[config.mk]
export PLATFORM = sky130hd
export DESIGN_NAME = hls_run_ctrl
export DESIGN_NICKNAME = d
export VERILOG_FILES = /design/src/rtl/hls_run_ctrl_pkg.sv /design/src/rtl/hls_slave_port_mux.sv /design/src/rtl/hls_run_ctrl.sv
export SDC_FILE = /design/constraint.sdc
export NUM_CORES = 1
export LEC_CHECK = 0
export CAP_MARGIN = 20
export CORE_AREA = 2 2 190 192
export CTS_CLUSTER_DIAMETER = 100
export DETAILED_ROUTE_END_ITERATION = 10
export DIE_AREA = 0 0 192 194
export GPL_TIMING_DRIVEN = 0
export PLACE_DENSITY = 0.61
export SYNTH_ARGS = -nofsm -noshare
export SYNTH_HDL_FRONTEND = slang
export SYNTH_SLANG_ARGS = --single-unit
[constraint.sdc]
create_clock -name clock -period 6.1 [get_ports clock]
set_input_delay 0.915 -clock clock [delete_from_list [all_inputs] [get_ports clock]]
set_output_delay 0.915 -clock clock [all_outputs]
set_load 0.01 [all_outputs]
[src/rtl/hls_run_ctrl_pkg.sv]
// Shared types for the Bambu run controller: FSM states, run status codes
// and the accelerator reset hold length used on a watchdog abort.
package hls_run_ctrl_pkg;

    typedef enum logic [2:0] {
        IDLE       = 3'd0,
        HOST_ISSUE = 3'd1,
        HOST_WAIT  = 3'd2,
        START      = 3'd3,
        RUN        = 3'd4,
        ABORT      = 3'd5,
        DONE       = 3'd6
    } state_t;

    localparam logic [1:0] ST_OK      = 2'b00;
    localparam logic [1:0] ST_TIMEOUT = 2'b01;

    localparam int ABORT_RST_CYCLES = 2;

    // Everything from the start pulse up to and including the done pulse.
    function automatic logic is_run_state(input state_t s);
        return (s == START) || (s == RUN) || (s == ABORT) || (s == DONE);
    endfunction

endpackage

[src/rtl/hls_slave_port_mux.sv]
// Places the latched host access on channel 0 of the accelerator slave RAM
// port and picks channel 0 back out of the response; channel 1 stays idle.
module hls_slave_port_mux #(
    parameter int ADDR_W = 10,
    parameter int DATA_W = 64
) (
    input  logic                  issue,
    input  logic                  req_we,
    input  logic [ADDR_W-1:0]     req_addr,
    input  logic [DATA_W-1:0]     req_wdata,
    input  logic [6:0]            req_size,
    output logic [1:0]            S_oe_ram,
    output logic [1:0]            S_we_ram,
    output logic [2*ADDR_W-1:0]   S_addr_ram,
    output logic [2*DATA_W-1:0]   S_Wdata_ram,
    output logic [13:0]           S_data_ram_size,
    input  logic [2*DATA_W-1:0]   Sout_Rdata_ram,
    input  logic [1:0]            Sout_DataRdy,
    output logic [DATA_W-1:0]     ch0_rdata,
    output logic                  ch0_rdy
);

    // Every field is gated so the bus reads all-zero whenever no access is issued.
    assign S_oe_ram        = {1'b0, issue & ~req_we};
    assign S_we_ram        = {1'b0, issue & req_we};
    assign S_addr_ram      = {{ADDR_W{1'b0}}, {ADDR_W{issue}} & req_addr};
    assign S_Wdata_ram     = {{DATA_W{1'b0}}, {DATA_W{issue}} & req_wdata};
    assign S_data_ram_size = {7'd0, {7{issue}} & req_size};

    assign ch0_rdata = Sout_Rdata_ram[DATA_W-1:0];
    assign ch0_rdy   = Sout_DataRdy[0];

    logic unused_ch1;
    assign unused_ch1 = ^{Sout_Rdata_ram[2*DATA_W-1:DATA_W], Sout_DataRdy[1]};

endmodule

[src/rtl/hls_run_ctrl.sv]
// Run controller for a Bambu accelerator: start/done sequencing, cycle count and
// host sharing of the slave RAM port. HLS_RUN_CTRL_WATCHDOG_EN adds a timeout abort.
module hls_run_ctrl
    import hls_run_ctrl_pkg::*;
#(
    parameter int ADDR_W         = 10,
    parameter int DATA_W         = 64,
    parameter int CNT_W          = 32,
    parameter int TIMEOUT_CYCLES = 200000000
) (
    input  logic                  clock,
    input  logic                  reset,
    input  logic                  run_req,
    output logic                  run_busy,
    output logic                  run_done,
    output logic [1:0]            run_status,
    output logic [CNT_W-1:0]      run_cycles,
    output logic                  acc_start_port,
    input  logic                  acc_done_port,
    output logic                  acc_reset,
    input  logic                  host_req,
    input  logic                  host_we,
    input  logic [ADDR_W-1:0]     host_addr,
    input  logic [DATA_W-1:0]     host_wdata,
    input  logic [6:0]            host_size,
    output logic                  host_gnt,
    output logic                  host_rvalid,
    output logic [DATA_W-1:0]     host_rdata,
    output logic [1:0]            S_oe_ram,
    output logic [1:0]            S_we_ram,
    output logic [2*ADDR_W-1:0]   S_addr_ram,
    output logic [2*DATA_W-1:0]   S_Wdata_ram,
    output logic [13:0]           S_data_ram_size,
    input  logic [2*DATA_W-1:0]   Sout_Rdata_ram,
    input  logic [1:0]            Sout_DataRdy,
    output state_t                dbg_state
);

    localparam logic [CNT_W-1:0] CNT_ONE       = CNT_W'(1);
    localparam logic [CNT_W-1:0] TIMEOUT_LIMIT = CNT_W'(TIMEOUT_CYCLES);

    state_t              state_q, state_d;
    logic                alive_q;
    logic [CNT_W-1:0]    cnt_q, cnt_inc, run_cycles_q;
    logic                req_we_q;
    logic [ADDR_W-1:0]   req_addr_q;
    logic [DATA_W-1:0]   req_wdata_q;
    logic [6:0]          req_size_q;
    logic                rvalid_q;
    logic [DATA_W-1:0]   rdata_q;
    logic                issue, ch0_rdy;
    logic [DATA_W-1:0]   ch0_rdata;
    logic                timeout_hit, abort_last;

    assign cnt_inc = (&cnt_q) ? cnt_q : cnt_q + CNT_ONE;

`ifdef HLS_RUN_CTRL_WATCHDOG_EN
    logic [1:0] abort_cnt_q;
    logic [1:0] run_status_q;

    assign timeout_hit = (cnt_q == TIMEOUT_LIMIT);
    assign abort_last  = (state_q == ABORT) && (abort_cnt_q == 2'(ABORT_RST_CYCLES - 1));

    always_ff @(posedge clock or negedge reset) begin
        if (!reset) begin
            abort_cnt_q  <= 2'd0;
            run_status_q <= ST_OK;
        end else begin
            abort_cnt_q <= (state_q == ABORT) ? abort_cnt_q + 2'd1 : 2'd0;
            if (abort_last)
                run_status_q <= ST_TIMEOUT;
            else if (((state_q == START) || (state_q == RUN)) && acc_done_port)
                run_status_q <= ST_OK;
        end
    end

    assign run_status = run_status_q;
`else
    assign timeout_hit = 1'b0;
    assign abort_last  = 1'b0;
    assign run_status  = ST_OK;
`endif

    always_comb begin
        state_d        = state_q;
        host_gnt       = 1'b0;
        issue          = 1'b0;
        acc_start_port = 1'b0;
        run_done       = 1'b0;
        case (state_q)
            // alive_q keeps the FSM parked until the accelerator leaves reset.
            IDLE: begin
                if (alive_q) begin
                    if (host_req) begin
                        host_gnt = 1'b1;
                        state_d  = HOST_ISSUE;
                    end else if (run_req) begin
                        state_d = START;
                    end
                end
            end
            HOST_ISSUE: begin
                issue   = 1'b1;
                state_d = HOST_WAIT;
            end
            HOST_WAIT: if (ch0_rdy) state_d = IDLE;
            START: begin
                acc_start_port = 1'b1;
                state_d        = acc_done_port ? DONE : RUN;
            end
            RUN: begin
                if (acc_done_port)    state_d = DONE;
                else if (timeout_hit) state_d = ABORT;
            end
            ABORT: if (abort_last) state_d = DONE;
            DONE: begin
                run_done = 1'b1;
                state_d  = IDLE;
            end
            default: state_d = IDLE;
        endcase
    end

    always_ff @(posedge clock or negedge reset) begin
        if (!reset) begin
            state_q      <= IDLE;
            alive_q      <= 1'b0;
            cnt_q        <= '0;
            run_cycles_q <= '0;
            req_we_q     <= 1'b0;
            req_addr_q   <= '0;
            req_wdata_q  <= '0;
            req_size_q   <= '0;
            rvalid_q     <= 1'b0;
            rdata_q      <= '0;
        end else begin
            state_q <= state_d;
            alive_q <= 1'b1;
            if (host_gnt) begin
                req_we_q    <= host_we;
                req_addr_q  <= host_addr;
                req_wdata_q <= host_wdata;
                req_size_q  <= host_size;
            end
            rvalid_q <= (state_q == HOST_WAIT) && ch0_rdy;
            if ((state_q == HOST_WAIT) && ch0_rdy)
                rdata_q <= req_we_q ? '0 : ch0_rdata;
            // run_cycles counts the START cycle through the done cycle inclusive.
            case (state_q)
                START: begin
                    cnt_q <= CNT_ONE;
                    if (acc_done_port) run_cycles_q <= CNT_ONE;
                end
                RUN: begin
                    if (acc_done_port) run_cycles_q <= cnt_inc;
                    else               cnt_q        <= cnt_inc;
                end
                ABORT: if (abort_last) run_cycles_q <= TIMEOUT_LIMIT;
                default: ;
            endcase
        end
    end

    assign run_busy    = is_run_state(state_q);
    assign acc_reset   = alive_q && (state_q != ABORT);
    assign run_cycles  = run_cycles_q;
    assign host_rvalid = rvalid_q;
    assign host_rdata  = rdata_q;
    assign dbg_state   = state_q;

    hls_slave_port_mux #(
        .ADDR_W (ADDR_W),
        .DATA_W (DATA_W)
    ) u_mux (
        .issue           (issue),
        .req_we          (req_we_q),
        .req_addr        (req_addr_q),
        .req_wdata       (req_wdata_q),
        .req_size        (req_size_q),
        .S_oe_ram        (S_oe_ram),
        .S_we_ram        (S_we_ram),
        .S_addr_ram      (S_addr_ram),
        .S_Wdata_ram     (S_Wdata_ram),
        .S_data_ram_size (S_data_ram_size),
        .Sout_Rdata_ram  (Sout_Rdata_ram),
        .Sout_DataRdy    (Sout_DataRdy),
        .ch0_rdata       (ch0_rdata),
        .ch0_rdy         (ch0_rdy)
    );

endmodule

-- Yosys cells after proc, flatten, opt, wreduce, memory -nomap -nowiden
Cells that the tools add are included.
- add/subtract/negate cells: 1
- equal/unequal tests: 13
- multiplexer cells: 20
- bitwise gates (word level): 7
- reduce and logical (&&, ||, !) cells: 11
- operator list (kind ; number):
    32-bit 2-to-1 mux ; 4
    32-bit case mux with 2 select lines ; 2
    64-bit AND ; 1
    64-bit 2-to-1 mux ; 1
    32-bit by 1-bit adder with 32-bit output (second input constant) ; 1
    32-bit AND reduction ; 1
    3-bit case mux with 6 select lines ; 1
    3-bit 2-to-1 mux ; 5
    10-bit AND ; 1
    2-bit != test (second input constant) ; 5
    3-bit == test (second input constant) ; 3
    7-bit AND ; 1
    3-bit by 2-bit == test with 1-bit output (second input constant) ; 2
    1-bit 2-to-1 mux ; 6
    3-bit != test (second input constant) ; 2
    5-bit AND reduction ; 1
    3-bit by 1-bit == test with 1-bit output (second input constant) ; 1
    3-bit logical NOT ; 1
    1-bit logical OR ; 3
    3-bit AND reduction ; 1
    1-bit AND ; 2
    1-bit logical AND ; 2
    2-bit 2-to-1 mux ; 1
    1-bit NOT ; 2
    2 further kinds ; 2
- register bits: 215
- input bits: 217
- output and inout bits: 273
- logic and storage cells: 62

-- Logic depth before layout (Yosys ltp)
Gate-level depths: netlist (run 1).
- word-level depth: 4
- depth in mapped cells: 8

-- By module
From an unflattened synthesis (run 1), not the netlist that was laid out.
- cells, all modules: 1310
- area total of the unflattened synthesis: 11476.0 µm²
- modules (own cells, without submodules) (module ; instances ; cells each ; area an instance (µm²)):
    hls_run_ctrl ; 1 ; 1069 ; 9746.8
    hls_slave_port_mux ; 1 ; 241 ; 1729.2

-- Worst setup path before layout (run 1)
OpenSTA, ideal clock, no wires.
- path type: register to output
- from: register state_q[0], in the netlist dbg_state[0]
- to: output S_Wdata_ram[0]
- arrival time: 1597 ps
- path slack: 3588 ps
- stages on the path, launching flop included: 6
- buffers on the path: 2
- path through: dfrtp_1 -> buf_2 -> inv_1 -> nor3_1 -> clkbuf_1 -> and2_1
- word-level cells in the longest chain between the ends: 3
- RTL lines (item ; line ; RTL):
    start, declared ; hls_run_ctrl.sv:42 ; state_t state_q, state_d;
    start signal, assigned ; hls_run_ctrl.sv:137 ; state_q <= state_d;
    3-bit by 1-bit == test with 1-bit output ; hls_run_ctrl.sv:90 ; case (state_q)
    1-bit 2-to-1 mux ; hls_run_ctrl.sv:90 ;
    64-bit AND ; hls_slave_port_mux.sv:27 ; assign S_Wdata_ram = {{DATA_W{1'b0}}, {DATA_W{issue}} & req_wdata};
    end, declared ; hls_run_ctrl.sv:32 ; output logic [2*DATA_W-1:0] S_Wdata_ram,
Every way passes these cells.

-- Final worst setup path (run 1)
- from: register state_q[1], in the netlist dbg_state[1]
- to: output S_addr_ram[1]
- word-level cells in the longest chain between the ends: 3
- RTL lines (item ; line ; RTL):
    3-bit by 1-bit == test with 1-bit output ; hls_run_ctrl.sv:90 ;
    1-bit 2-to-1 mux ; hls_run_ctrl.sv:90 ;
    10-bit AND ; hls_slave_port_mux.sv:26 ; assign S_addr_ram = {{ADDR_W{1'b0}}, {ADDR_W{issue}} & req_addr};
    end, declared ; hls_run_ctrl.sv:31 ; output logic [2*ADDR_W-1:0] S_addr_ram,
Every way passes these cells.

==> results of run 1 <==
[worst min path at each step]
stage	startpoint	end	slack (ns)	cells after the start
floorplan	req_addr_q[0]$_DFFE_PN0P_	req_addr_q[0]$_DFFE_PN0P_	0.44	2
global placement	req_addr_q[2]$_DFFE_PN0P_	req_addr_q[2]$_DFFE_PN0P_	0.45	2
detailed placement	req_addr_q[6]$_DFFE_PN0P_	req_addr_q[6]$_DFFE_PN0P_	0.45	2
CTS	reset	host_rdata[38]$_DFFE_PN0P_	0.44	2
global route	reset	host_rdata[45]$_DFFE_PN0P_	0.45	2
finish	reset	host_rdata[45]$_DFFE_PN0P_	0.37	2
[where the power goes]
group | internal, mW | switching, mW | leakage, nW
clock | 0.956 | 0.640 | 0.435
sequential | 1.95 | 0.296 | 2.77
combinational | 1.16 | 1.31 | 4.25
total | 4.08 | 2.25 | 7.46
[sequential cells by signal (all words and copies together) (netlist names)]
signal and count:
alive_q 1, cnt_q 32, dbg_state 3, host_rdata 64
host_rvalid 1, req_addr_q 10, req_size_q 7, req_wdata_q 64
req_we_q 1, run_cycles 32
[cell families (layout without fill, tap and decap cells)]
group / Yosys count / count (layout) / share of synthesized area, %
AOI/OAI and AO/OA: 192 / 192 / 11.04
xor gates and xnor gates: 17 / 17 / 1.358
adders and majority gates: 1 / 1 / 0.1141
buffers and inverters: 181 / 571 / 9.450
DFF: 215 / 215 / 49.08
muxes: 3 / 3 / 0.2853
other: 2 / 90 / 0.06850
and+or+nand+nor: 649 / 649 / 28.61
[cells in the mapped netlist, types with 2 or more instances]
cell type and count:
o41ai_1 4, o21ai_0 90, inv_1 12, nor3_1 11, nand3b_1 2, and2_1 85, or3_1 7, a31o_2 2
nor3b_1 3, and3_1 7, or4_4 2, or4_1 5, buf_4 85, o311ai_0 4, mux2i_1 2, buf_2 23
a311oi_1 6, xnor2_1 16, nand2b_1 66, and4_1 7, a221o_1 4, nand4_1 10, o21ai_1 7, a32oi_1 6
conb_1 2, nand3_1 27, nor4_1 11, a41oi_1 2, nor3_2 2, dfrtp_1 215, a21o_1 3, a31oi_1 12
nand2_1 373, clkbuf_1 59, nor2_1 18, o31ai_1 5, a22o_1 6, o22ai_1 2, a32o_1 3, o211ai_1 10
a21oi_1 17
[metal layers]
layer	global-route usage [%]	share of wire, %
met4	6.135	3.0
met3	6.842	9.9
met2	34.00	46
met1	26.28	41
met5	0	0.041
[layout make-up]
| cell class | instances | share of cell area, % |
|---|---|---|
| Antenna cell | 4 | 0.06173 |
| Buffer | 169 | 6.111 |
| Clock buffer | 34 | 4.444 |
| Clock inverter | 12 | 0.9259 |
| Inverter | 12 | 0.2778 |
| Multi-Input combinational cell | 948 | 30.02 |
| Sequential cell | 215 | 33.18 |
| Tap cell | 461 | 3.557 |
| Timing Repair Buffer | 344 | 21.43 |
[critical path, stage by stage (launching register included)]
cell and delay [ns]:
dfrtp_1 0.41, clkbuf_1 0.22, nor3_2 0.47, buf_6 0.21, clkbuf_1 0.35, and2_1 0.21, clkdlybuf4s50_1 0.55
==> summary.md, run 1 <==
| Metric | Value |
|---|---|
| # resized after CTS | 0 |
| Cell area after layout | 0.01622 mm² |
| Register area | 0.005380 mm² |
| Post-synth top area share | 49.08% |
| Total GRT Usage | 20.87% |
| DRC errors left | 0 |
| Yosys Warn Count | 0 |
| Skew-Pair Late Insertion Delay | 0.54 ns |
| Final setup margin | 2.217 ns |
| First-pass GRT wire length | 60180 µm |
| Worst path arrival time | 2.97 ns |
| Final non-filler cell total | 2199 |
| Vias per cell | 4.642 |
| Status | complete, no violations |
| Reg2Reg Setup Slack | 3.10 ns |
| CTS sink count | 215 |
| Fill cells | 3501 |
| CTS tree | done |
| Layout cells sized above 1 | 10.03% |
| Static leakage | 7.459 nW |
| IO Port Bufs | 339 |
| Largest area contributor in the netlist | dfrtp_1 |
| Drt total wl | 39250 µm |
| Largest net degree at the start of global routing | 110 |
| Layout Utilization | 46.04% |
| Gr ovfl total | 0 |
| Hold Vio Cnt, Final | 0 |
| Net count reported at finish | 1934 |
| PD cells | 390.2 mW/mm² |
| Setup CP Type | reg -> out |
| Commonest non-fill, non-tap cells in the layout | 373 x nand2_1, 338 x clkdlybuf4s50_1, 215 x dfrtp_1, 90 x o21ai_0, 86 x conb_1 |
| Max Cap Viol | 0 |
| Most common cell after layout, fill and taps aside | nand2_1 |
| Crit start category | flip-flop |
| Area grow syn2layout | 47.91% |
| Yosys reg bits | 215 |
| Relative slew margins | 48.50% |
| Chip Height | 194 µm |
| Hpwl dp | 29230 µm |
| TritonCTS buffer count | 26 |
| # hold bufs at CTS | 0 |
| Place WS | 2.291 ns |
| Clock-pin slew on the worst setup and hold paths | 0.06 ns |
| H-tree depth | 1 |
| Boundary pin count | 490 |
| Avg WL per Cell | 17.85 µm |
| Largest cells by area after synthesis | dfrtp_1 49%, nand2_1 13%, buf_4 5.8% |
| Final Wtd Congestion | 0.9348 |
| Final period util | 63.66% |
| RR Endpoint | cnt_q[1]$_DFFE_PN0P_ |
| Crit. End Element | output pin |
| Critical path origin | dbg_state[1]$_DFFE_PN0P_ |
| Multi-input gate area | 0.004867 mm² |
| Core Footprint | 0.03522 mm² |
| Vias in the first global route | 10340 |
| Postcts setup bufs | 0 |
| Async S/R FF share, synth | 100.0% |
| Critical path fanouts, max | 10 |
| Gate Count Post-Synth | 1260 |
| RSZ-0062 raised after global routing | no |
| Critical path data required time | 5.18 ns |
| Clock root buffer master | clkbuf_16 |
| Skew final | 0.01294 ns |
| FF-to-FF Start | dbg_state[2]$_DFFE_PN0P_ |
| CP endpoint | S_addr_ram[1] |
| Final setup violation count | 0 |
| Full die area | 0.03725 mm² |
| Number of synthesized flops with an enable pin | 0 |
| Worst-Margin Slew | 0.7696 ns |
| Placed Area | 0.01532 mm² |
| Sequential element share of the synthesized area | 49.08% |
| Synth Area per Inst | 8.701 µm² |
| Tightest Hold Check Type | in -> async |
| Max clock buf depth | 3 |
| Max Fclk | 0.2575 GHz |
| Final Max Tran Viols | 0 |
| Row count | 69 |
| Pwr Total | 6.327 mW |
| Synth cell types | 68 |
| Via count | 10210 |
| Post-DRT Antenna Nets | 0 |
| Total Neg Setup Slack | 0 ns |
| Fin Hold WS | 0.3712 ns |
| Top FF cell, synth | dfrtp_1 |
| Initial antenna violation count | 7 |
| Synthesized area | 0.01096 mm² |
| Minimum clock period | 3.883 ns |
| Die Span X | 192 µm |
| 1st-iter DRT viols | 609 |
| R2R cell count | 7 |
| Highest ir drop seen on vdd | 0.2371 mV |
| Drt first pass iters | 5 |
| Starting Density | 31.12% |
| Placed Cells | 2147 |
Note: power is estimated with default switching activity, not from simulation.
==> run 2: changes to the inputs <==
Settings changed: CORE_AREA 2 2 190 192 to 2 2 189 191, DIE_AREA 0 0 192 194 to 0 0 191 193, PLACE_DENSITY 0.61 to 0.64.
Clock period 6.1 ns to 3.3 ns, I/O delays scaled along.
==> summary.md, run 2 (synthesis results as in run 1) <==
| Metric | Value |
|---|---|
| Status | finished, violations left (was complete, no violations) |
| Failing checks | hold timing |
| Worst-Margin Slew | 1.143 ns (was 0.7696 ns) |
| # hold bufs at CTS | 0 (unchanged) |
| Drt first pass iters | 5 (unchanged) |
| Crit. End Element | output pin (unchanged) |
| Full die area | 0.03686 mm² (was 0.03725 mm²) |
| Cell internal pwr | 7.489 mW (was 4.076 mW) |
| Static leakage | 7.455 nW (was 7.459 nW) |
| Critical path data required time | 2.80 ns (was 5.18 ns) |
| Highest ir drop seen on vdd | 0.4007 mV (was 0.2371 mV) |
| Switch share | 35.74% (was 35.58%) |
| Pwr Total | 11.65 mW (was 6.327 mW) |
| Most common cell after layout, fill and taps aside | nand2_1 (unchanged) |
| Critical path fanouts, max | 10 (unchanged) |
| H-tree depth | 1 (unchanged) |
| Max clock buf depth | 3 (unchanged) |
| Initial antenna violation count | 4 (was 7) |
| Starting Density | 31.35% (was 31.12%) |
| RR Endpoint | cnt_q[3]$_DFFE_PN0P_ (was cnt_q[1]$_DFFE_PN0P_) |
| Final Wtd Congestion | 0.9154 (was 0.9348) |
| Critical Path Max Stage Delay | 0.59 ns (was 0.55 ns) |
| Reg2Reg Setup Slack | 0.41 ns (was 3.10 ns) |
| 1st-iter DRT viols | 547 (was 609) |
| R2R cell count | 7 (unchanged) |
| Drt total wl | 38810 µm (was 39250 µm) |
| CP bufs+invs | 3 (was 4) |
| Commonest non-fill, non-tap cells in the layout | 373 x nand2_1, 338 x clkdlybuf4s50_1, 215 x dfrtp_1, 90 x o21ai_0, 86 x conb_1 (unchanged) |
| Avg WL per Cell | 17.66 µm (was 17.85 µm) |
| Clock-pin slew on the worst setup and hold paths | 0.06 ns (about the same) |
| Layout cells sized above 1 | 10.45% (was 10.03%) |
| Boundary pin count | 490 (unchanged) |
| CP cell instances | clkbuf_1 > nand3b_1 > inv_1 > clkdlybuf4s50_1 (was clkbuf_1 > nor3_2 > buf_6 > clkbuf_1 > and2_1 > clkdlybuf4s50_1) |
| Row count | 69 (unchanged) |
| RSZ-0062 raised after global routing | no (unchanged) |
| CTS sink count | 215 (unchanged) |
| Relative slew margins | 23.24% (was 48.50%) |
| TritonCTS buffer count | 26 (unchanged) |
| Vias in the first global route | 10090 (was 10340) |
| Fill cells | 3451 (was 3501) |
| Skew final | 0.009113 ns (was 0.01294 ns) |
| Crit start category | flip-flop (unchanged) |
| Hpwl dp | 28910 µm (was 29230 µm) |
| Final setup margin | 0.1475 ns (was 2.217 ns) |
| Chip Height | 193 µm (was 194 µm) |
| Final Max Tran Viols | 0 (unchanged) |
| Via count | 10200 (was 10210) |
| Final period util | 95.53% |
| Die Span X | 191 µm (was 192 µm) |
| Vias per cell | 4.643 (was 4.642) |
| Largest net degree at the start of global routing | 112 (was 110) |
| Core Footprint | 0.03496 mm² (was 0.03522 mm²) |
| DRC errors left | 0 (unchanged) |
| Logic pwr share | 39.8% (was 39.2%) |
| Sw power | 4.165 mW (was 2.252 mW) |
| Total GRT Usage | 20.62% (was 20.87%) |
| FF-to-FF Start | cnt_q[0]$_DFFE_PN0P_ (was dbg_state[2]$_DFFE_PN0P_) |
| Max Fclk | 0.3172 GHz |
| CTS tree | done (unchanged) |
| Sequential share of power | 35.6% (about the same) |
| Tightest Hold Check Type | in -> async (unchanged) |
| First-pass GRT wire length | 58590 µm (was 60180 µm) |
| Post-DRT Antenna Nets | 0 (unchanged) |
| CP max stage cell | clkdlybuf4s50_1 (unchanged) |
| Max Cap Viol | 0 (unchanged) |
| Hold Vio Cnt, Final | 9 (was 0) |
| Minimum clock period | 3.152 ns |
| Final setup violation count | 0 (unchanged) |
| Setup CP Type | reg -> out (unchanged) |
| Net count reported at finish | 1931 (was 1934) |
| Place WS | 0.01867 ns (was 2.291 ns) |
| IO Port Bufs | 339 (unchanged) |
| PD cells | 718.5 mW/mm² (was 390.2 mW/mm²) |
| Worst path arrival time | 2.66 ns (was 2.97 ns) |
| Clock Power Share | 24.6% (was 25.2%) |
| Area grow syn2layout | 47.95% (was 47.91%) |
| Fin Hold WS | -0.02958 ns (was 0.3712 ns) |
| Family with the most delay on the worst path | buffers and inverters (unchanged) |
| Gr ovfl total | 0 (unchanged) |
| Skew-Pair Late Insertion Delay | 0.53 ns (was 0.54 ns) |
| Clock root buffer master | clkbuf_16 (unchanged) |
run 2: changes by cell type in the layout (fill, tap and decap cells not counted), sizes merged:
cell	previous run	this run
clkinv	9	6
clkinvlp	0	3
bufinv	3	1
buf	114	113
clkbuf	95	96
clkdlybuf4s18	0	1
inv	12	11
run 2: worst max path at each step:
stage,start,end,slack [ns],cells past startpoint
CTS,dbg_state[1]$_DFFE_PN0P_,S_data_ram_size[5],0.008,6
global route,dbg_state[0]$_DFFE_PN0P_,S_Wdata_ram[31],0.01,7
finish,dbg_state[1]$_DFFE_PN0P_,acc_start_port,0.15,4
floorplan,cnt_q[0]$_DFFE_PN0P_,cnt_q[30]$_DFFE_PN0P_,1.18,6
global placement,reset,req_addr_q[5]$_DFFE_PN0P_,-8.03,1
detailed placement,dbg_state[1]$_DFFE_PN0P_,S_addr_ram[4],0.02,5
run 2: metal layers:
layer / GRT usage [%] / vias up / part of all wire [%] / routed length, µm
met1: 26.24 / 4841 / 42 / 16140
met2: 33.90 / 361 / 47 / 18170
met5: 0 / - / 0 / 0
li1: - / 4927 / - / -
met3: 5.828 / 71 / 8.7 / 3374
met4: 6.619 / 0 / 2.9 / 1124
run 2: power groups by stage:
stage | Combinational [mW] | Clock [mW] | Sequential [mW]
after CTS | 4.68 | 2.95 | 4.16
final | 4.63 | 2.87 | 4.15
after global routing | 5.12 | 3.04 | 4.27
after floorplan | 2.08 | 0 | 4.27
after detailed placement | 4.63 | 0 | 4.19
after global placement | 4.56 | 0 | 4.16
run 2: timing repair:
action                                  CTS  global route
setup buffers                             1             0
endpoints found under the setup margin   83            67
pin swaps                                 1             0
resized for setup                         2            15
run 2: per-stage QoR:
stage           TNS, ns  instances  area, µm²  util [%]
2_1_floorplan         0       1344      11280         -
3_3_place_gp   -1742.45       2144      15250     43.61
3_5_place_dp          0       2147      15320     43.83
4_1_cts               0       2193      16200     46.32
5_1_grt               0       2195      16210     46.37
6_report              0       2197      16220     46.39
run 2: area by class of cell:
| class | count | area [µm²] | area share (%) |
|---|---|---|---|
| flip-flops and latches | 215 | 5380 | 33.17 |
| clock inverters | 9 | 75.07 | 0.4629 |
| repair buffers | 343 | 3483 | 21.48 |
| multi-input cells | 948 | 4873 | 30.05 |
| well taps | 461 | 576.8 | 3.556 |
| clock buffers | 38 | 777.0 | 4.791 |
| diodes | 4 | 10.01 | 0.06171 |
| inverters | 12 | 48.80 | 0.3009 |
| plain buffers | 167 | 994.7 | 6.133 |
